$ cat src/rtl/pipelined_prefix_adder.sv
// pipelined_prefix_adder: WIDTH-bit Sklansky parallel-prefix adder with carry-in,
// carry-out and STAGES register ranks under a single valid/ready stall domain.
// Optional feature macro: PPA_OVF_EN adds the registered signed-overflow output ovf.
module pipelined_prefix_adder #(
  parameter int unsigned WIDTH  = 32,
  parameter int unsigned STAGES = 2
) (
  input  logic             clk,
  input  logic             rst_n,
  input  logic             in_valid,
  output logic             in_ready,
  input  logic [WIDTH-1:0] a,
  input  logic [WIDTH-1:0] b,
  input  logic             cin,
  output logic             out_valid,
  input  logic             out_ready,
  output logic [WIDTH-1:0] sum,
  output logic             cout
`ifdef PPA_OVF_EN
  ,
  output logic             ovf
`endif
);

  localparam int unsigned L = $clog2(WIDTH);

  // Signals carried between prefix levels (and held by every inner rank)
  typedef struct packed {
    logic             vld;
    logic             ci;
    logic [WIDTH-1:0] p;
    logic [WIDTH-1:0] gg;
    logic [WIDTH-1:0] pg;
  } lvl_t;

  // A rank sits after level round(k*(L+1)/STAGES), k=1..STAGES; level L+1 is the sum stage
  function automatic bit rank_after(input int lvl);
    int lv;
    int st;
    lv = int'(L) + 1;
    st = int'(STAGES);
    for (int k = 1; k <= st; k++) begin
      if ((2 * k * lv + st) / (2 * st) == lvl) return 1'b1;
    end
    return 1'b0;
  endfunction

  logic en;

  // Global stall: every rank shifts together or holds together
  assign en = !out_valid || out_ready;

  for (genvar j = 0; j <= int'(L); j++) begin : g_lvl
    lvl_t x_out;
    lvl_t x_nxt;

    if (j == 0) begin : g_pre
      // Level 0: bitwise generate/propagate, cin folded into bit 0 (G[-1]=cin, P[-1]=0)
      always_comb begin
        x_out       = '0;
        x_out.vld   = in_valid;
        x_out.ci    = cin;
        x_out.p     = a ^ b;
        x_out.gg    = a & b;
        x_out.pg    = a ^ b;
        x_out.gg[0] = (a[0] & b[0]) | ((a[0] ^ b[0]) & cin);
        x_out.pg[0] = 1'b0;
      end
    end else begin : g_pfx
      lvl_t             x_in;
      logic [WIDTH-1:0] gg_o;
      logic [WIDTH-1:0] pg_o;

      assign x_in = g_lvl[j-1].x_nxt;

      for (genvar i = 0; i < int'(WIDTH); i++) begin : g_bit
        if (((i >> (j - 1)) % 2) == 1) begin : g_cell
          localparam int K = ((i >> (j - 1)) << (j - 1)) - 1;
          assign gg_o[i] = x_in.gg[i] | (x_in.pg[i] & x_in.gg[K]);
          assign pg_o[i] = x_in.pg[i] & x_in.pg[K];
        end else begin : g_pass
          assign gg_o[i] = x_in.gg[i];
          assign pg_o[i] = x_in.pg[i];
        end
      end

      // Sklansky level j: black cells on the upper half of each 2^j group
      always_comb begin
        x_out    = x_in;
        x_out.gg = gg_o;
        x_out.pg = pg_o;
      end
    end

    if (rank_after(j)) begin : g_rank
      lvl_t x_d;
      lvl_t x_q;

      // Rank input: shift on enable, otherwise hold
      always_comb begin
        x_d = x_q;
        if (en) x_d = x_out;
      end

      // Inner pipeline rank register
      always_ff @(posedge clk or negedge rst_n) begin
        if (!rst_n) x_q <= '0;
        else        x_q <= x_d;
      end

      assign x_nxt = x_q;
    end else begin : g_wire
      assign x_nxt = x_out;
    end
  end

  lvl_t             fin;
  logic [WIDTH-1:0] sum_c;
  logic             cout_c;
  logic             vld_c;
  logic             ovf_c;
  logic             unused_pg;

  assign fin       = g_lvl[L].x_nxt;
  // Group propagates are all zero once cin has been folded in; nothing reads them here
  assign unused_pg = ^fin.pg;

  // Post-processing: sum[i] = p[i] ^ C[i-1] with C[-1] = cin
  always_comb begin
    sum_c  = fin.p ^ {fin.gg[WIDTH-2:0], fin.ci};
    cout_c = fin.gg[WIDTH-1];
    vld_c  = fin.vld;
    ovf_c  = fin.gg[WIDTH-1] ^ fin.gg[WIDTH-2];
  end

  if (STAGES == 0) begin : g_comb
    assign out_valid = vld_c;
    assign in_ready  = out_ready;
    assign sum       = sum_c;
    assign cout      = cout_c;
`ifdef PPA_OVF_EN
    assign ovf       = ovf_c;
`endif
  end else begin : g_out
    logic             vld_d;
    logic             vld_q;
    logic [WIDTH-1:0] sum_d;
    logic [WIDTH-1:0] sum_q;
    logic             cout_d;
    logic             cout_q;
    logic             ovf_d;
    logic             ovf_q;

    // Last rank: capture result on enable, otherwise hold it stable
    always_comb begin
      vld_d  = vld_q;
      sum_d  = sum_q;
      cout_d = cout_q;
      ovf_d  = ovf_q;
      if (en) begin
        vld_d  = vld_c;
        sum_d  = sum_c;
        cout_d = cout_c;
        ovf_d  = ovf_c;
      end
    end

    // Output rank register
    always_ff @(posedge clk or negedge rst_n) begin
      if (!rst_n) begin
        vld_q  <= 1'b0;
        sum_q  <= '0;
        cout_q <= 1'b0;
        ovf_q  <= 1'b0;
      end else begin
        vld_q  <= vld_d;
        sum_q  <= sum_d;
        cout_q <= cout_d;
        ovf_q  <= ovf_d;
      end
    end

    assign out_valid = vld_q;
    assign in_ready  = en;
    assign sum       = sum_q;
    assign cout      = cout_q;
`ifdef PPA_OVF_EN
    assign ovf       = ovf_q;
`else
    logic unused_ovf;
    assign unused_ovf = ovf_q;
`endif
  end

endmodule
$ cat config.mk
export PLATFORM = sky130hd
export DESIGN_NAME = pipelined_prefix_adder
export DESIGN_NICKNAME = d
export VERILOG_FILES = /design/src/rtl/pipelined_prefix_adder.sv
export SDC_FILE = /design/constraint.sdc
export NUM_CORES = 1
export LEC_CHECK = 0
export BUFFER_PORTS_ARGS = -buffer_cell sky130_fd_sc_hd__buf_2
export CAP_MARGIN = 30
export CORE_ASPECT_RATIO = 0.75
export CORE_UTILIZATION = 60
export DETAILED_ROUTE_END_ITERATION = 10
export PLACE_DENSITY = 0.85
export SYNTH_ARGS = -nofsm -noshare
export SYNTH_HDL_FRONTEND = slang
export SYNTH_SLANG_ARGS = --single-unit
$ cat constraint.sdc
create_clock -name clk -period 3.1 [get_ports clk]
set_clock_uncertainty 0.05 [all_clocks]
set_input_delay 0.31 -clock clk [delete_from_list [all_inputs] [get_ports clk]]
set_output_delay 0.31 -clock clk [all_outputs]
set_load 0.05 [all_outputs]
# Word-level counts from Yosys, hierarchy flattened
# Index checks and enable logic that the tools add are counted.
[classes]
n_reduce_logical = 2
n_bitwise = 216
[ops]
columns = ["operator", "count"]
rows = [
  ["AND 1 bit", 131],
  ["OR 1 bit", 81],
  ["bitwise XOR 32 bit", 2],
  ["AND 32 bit", 1],
  ["zero test 1 bit", 1],
  ["logical OR 1 bit", 1],
  ["bitwise XOR 1 bit", 1],
]
[totals]
register_bits = 124
elab_cells = 226
input_bits = 69
out_inout_bits = 35

# Depth between registers and ports, before layout
[depth]
word_depth = 9
depth_mapped = 8
ltp_nobuf = 5

# Least setup slack after synthesis
# OpenSTA, ideal clock, no wires.
[synth_path]
path_kind = "reg-to-output"
from = "register g_out.vld_q, in the netlist out_valid"
to = "output port in_ready"
arrival_ns = 1.796
path_stages_with_launch = 6
path_buffers = 3
required_ns = 2.740
slack_ns = 0.944
path_cell_list = "dfrtp_1 nor2b_1 buf_8 inv_2 buf_2 buf_1"
[synth_between]
elab_chain_len = 2
[synth_rtl]
columns = ["element", "line_no", "rtl"]
rows = [
  ["start, declared", "146", "logic vld_q;"],
  ["start signal, assigned", "176", "vld_q <= vld_d;"],
  ["zero test 1 bit", "51", "assign en = !out_valid || out_ready;"],
  ["logical OR 1 bit", "51", ""],
  ["end, declared", "11", "output logic in_ready,"],
]
# No other way between the ends.

# Final worst setup path
# Ends and elaborated chain as after synthesis.

==> impl_summary.log <==
INFO  metric final_weighted_congestion_of_routability_driven_global_placement = slightly above 0.8
INFO  metric design.die.area = around 10000 um2
INFO  metric synthesis.area = 5780 um2
INFO  metric synth_fp_nets = approximately 700
INFO  metric timing.critical_path.to_type = output port
INFO  metric vias_in_the_first_global_route = 4705
INFO  metric critPathLaunchType = flip-flop
INFO  metric min_period = approximately 2200 ps
INFO  metric worst_ir_drop_vdd = 0.000606 V
INFO  metric cpMaxStageDelayCell = dfrtp_1
INFO  metric use_met2 = 0.482
INFO  metric clock_latency_late_sink = 410 ps
INFO  metric drive_gt1_frac = 0.207
INFO  metric first_pass_iters = 5
INFO  metric clk_root_buffer_cell = clkbuf_16
INFO  metric power-per-cell-area = 802 nW/um2
INFO  metric cpPeakStageDelay = about 370 ps
INFO  metric cp.required = 2740 ps
INFO  metric cp.buffers_inverters = 3
INFO  metric timing_max_transition_violations_final = 0
INFO  metric chipWidth = between 100 and 150 um
INFO  metric layout-area-overhead-vs-synth = 20.1%
INFO  metric post-cts-setup-buffer-count = 0
INFO  metric yosys.area_share.xor_xnor = 0.0363
INFO  metric use_met1 = 0.376
INFO  metric detail-route-antenna-nets = 0
INFO  metric floorplan.die.height = slightly below 90 um
INFO  metric h-tree-depth = 4
INFO  metric global_route_wire_length_before_repair = approximately 22000 um
INFO  metric worst-endpoint-arrival = 1880 ps
INFO  metric initialDrtViolationCount = roughly 390
INFO  metric numClockSinks = ~120
INFO  metric min_period_over_period = 0.723
INFO  metric run_status = finished, final reports clean
INFO  metric final_hold_viol_count = 0
INFO  metric maxCapViolCount = 0
INFO  metric detail_route.wirelength = around 13000 um
INFO  metric critPathTopFamily = buffers and inverters
INFO  metric layout_common_cells = nand2_1 (158), dfrtp_1 (121), buf_2 (102)
INFO  metric report.final.setup_viol = 0
INFO  metric groute.layer.met3.usage = 0.0752
INFO  metric synth-compound-area-share = 0.133
INFO  metric worstPathMaxFanout = 25
INFO  metric number_of_antenna_violations_at_the_first_check_in_global_routing = 1
INFO  metric drt-wirelength-per-cell = 16.1 um
INFO  metric min_delay_worst_type = in -> reg
INFO  metric tightestPinTransition = 709 ps
INFO  metric cells_traversed_along_the_worst_timing_path = nor2b_4, inv_2, buf_4, buf_2
INFO  metric final_net_count = 793
INFO  metric grt_start_max_net_pins = around 160
INFO  metric muxShareOfSynthArea = 0.00346
INFO  metric postLayoutCoreUtil = 0.755
INFO  metric synth-adder-area-share = 0.0736
INFO  metric critPathKind = reg -> out
INFO  metric cts_buffers = 17
INFO  metric row_count = 30
INFO  metric final_common_cell = nand2_1
INFO  metric setup_tns = 0 ps
INFO  metric port_buffers = between 100 and 150
INFO  metric overflow_after_grt = 0
INFO  metric detailed_place_hpwl = around 8600 um
INFO  metric number_of_vias_in_the_routed_layout = approximately 4700
INFO  metric insertedDiodeCount = 0
INFO  metric vias_per_cell = between 5 and 6
INFO  metric initial_utilization = 0.629
INFO  metric global_route_layer_with_the_greatest_usage = met2
INFO  metric cts_buffer_depth = 2
INFO  metric cts_tree = yes
INFO  metric largest_family_of_logic_cells_by_synthesized_area = simple AND/OR/NAND/NOR gates
INFO  metric post_cts_resize_count = 0
INFO  metric maxClockFrequency = 446 MHz
INFO  metric synth_seq_cells = between 100 and 150
INFO  metric post_synth.cell_area_avg = just under 10 um2
INFO  metric synth-warning-count = 0
INFO  metric post_synth_num_cell_types = 44
INFO  metric area_of_the_placeable_core = between 9000 and 10000 um2
INFO  metric synthSimpleGateAreaFrac = 0.195
INFO  metric synth_sequential_area_ratio = 0.524
INFO  metric unrepaired_setup_endpoints_after_global_routing = no
INFO  metric grt_util_all_layers = 0.294
INFO  metric syn-instance-count = 591
INFO  metric clock_edge_transition_at_the_registers_on_the_reported_setup_and_hold_paths = approximately 50 ps
INFO  metric slew_headroom = 0.527
INFO  metric drc = 0
INFO  metric cellLeakagePower = between 0.003 and 0.004 uW
INFO  metric cts_hold_buffers = 1
INFO  metric num_io_pins = about 100
==> cells by family (layout without fill, tap and decap cells) <==
group | after synthesis | after routing
AND/OR/NAND/NOR | 260 | 260
XOR/XNOR | 24 | 24
buffers and inverters | 36 | 147
flip-flops | 121 | 121
multiplexers | 2 | 2
adder cells (fa/ha/maj) | 34 | 34
AO/OA/AOI/OAI | 114 | 114
==> cell type report <==
cell class	instances	area [um2]
clock buffer	22	474
inverter	6	22.5
tap	128	160
multi-input combinational	434	2560
timing repair buffer	110	598
fill	632	2250
sequential	121	3030
clock inverter	9	97.6
==> Yosys cell counts <==
cell type,number,area (um2)
and3_1,4,25.0
nor2_1,44,165
a22o_1,8,70.1
a311o_2,1,11.3
nand4_1,3,18.8
a211oi_1,3,22.5
inv_1,5,18.8
buf_1,7,26.3
a211o_1,1,8.76
nand3_1,18,90.1
clkbuf_1,6,22.5
nand4b_1,5,43.8
nor2b_1,1,6.26
o21ai_1,2,10.0
o221ai_1,1,8.76
nor3b_1,5,37.5
inv_2,1,3.75
a32o_1,4,40.0
nand2b_1,2,12.5
o22ai_1,1,6.26
a31o_2,3,26.3
buf_6,5,56.3
a221oi_1,6,52.6
buf_2,10,50.1
mux2i_1,2,20.0
dfrtp_1,121,3030
xnor2_1,9,78.8
ha_1,34,425
buf_4,1,7.51
o2bb2ai_1,4,35.0
nor4_1,1,6.26
a21oi_1,26,130
o2111ai_1,1,8.76
a21o_1,18,135
o21ai_0,30,150
xor2_1,15,131
a21oi_4,1,16.3
or4b_1,6,60.1
buf_8,1,15.0
nor3_1,8,40.0
o21bai_1,1,7.51
and2_1,5,31.3
a221o_1,3,30.0
nand2_1,158,593
==> worst register-to-register path, delay by kind of cell, from the launching register on <==
kind	cells	cell delay [ps]
DFF	1	370
and+or+nand+nor	3	620
buffers and inverters	2	640
AOI/OAI and AO/OA	1	250
==> power by group <==
group | switching, uW | total (uW) | internal (uW)
Sequential | 219 | 2120 | 1900
Combinational | 1100 | 1550 | 452
Clock | 667 | 1900 | 1230
Total | 1990 | 5570 | 3580
==> per-layer routing <==
metal / wire length [um] / up-vias
met1: 5730 / 2262
li1: - / 2236
met2: 6420 / 202
met3: 951 / 39
met4: 289 / 2
met5: 10 / -
==> state kept, by name, indices dropped and copies added (netlist names) <==
register / flops
fin: 41
vld_c: 1
g_lvl.g_rank.x_q: 45
sum: 32
cout: 1
out_valid: 1
==> per-stage QoR <==
step | hold WS [ps] | power, uW | instance area, um2 | setup slack [ps] | instances
floorplan | -35.6 | 3250 | 5780 | 944 | 591
global placement | 345 | 3620 | 6360 | 1270 | 798
detailed placement | 359 | 3670 | 6360 | 1200 | 798
CTS | 71.3 | 5590 | 6940 | 844 | 830
global route | 85.5 | 5830 | 6940 | 786 | 830
finish | 72.8 | 5570 | 6940 | 858 | 830
==> path summary, 6_finish.rpt <==
kind                            cells past startpoint                      end  slack [ps]      start
worst max-delay path                                4                 in_ready         860  out_valid
worst min-delay path                                3                    vld_c          70   in_valid
worst max register to register                      6  g_lvl[3].g_rank.x_q[29]        1090  out_valid
worst min register to register                      2                  sum[16]         410    sum[16]
max in group asynchronous                           3                  fin[38]        1740      rst_n
min in group asynchronous                           2                  fin[94]         450      rst_n
Power figures use the tool's default switching activity.
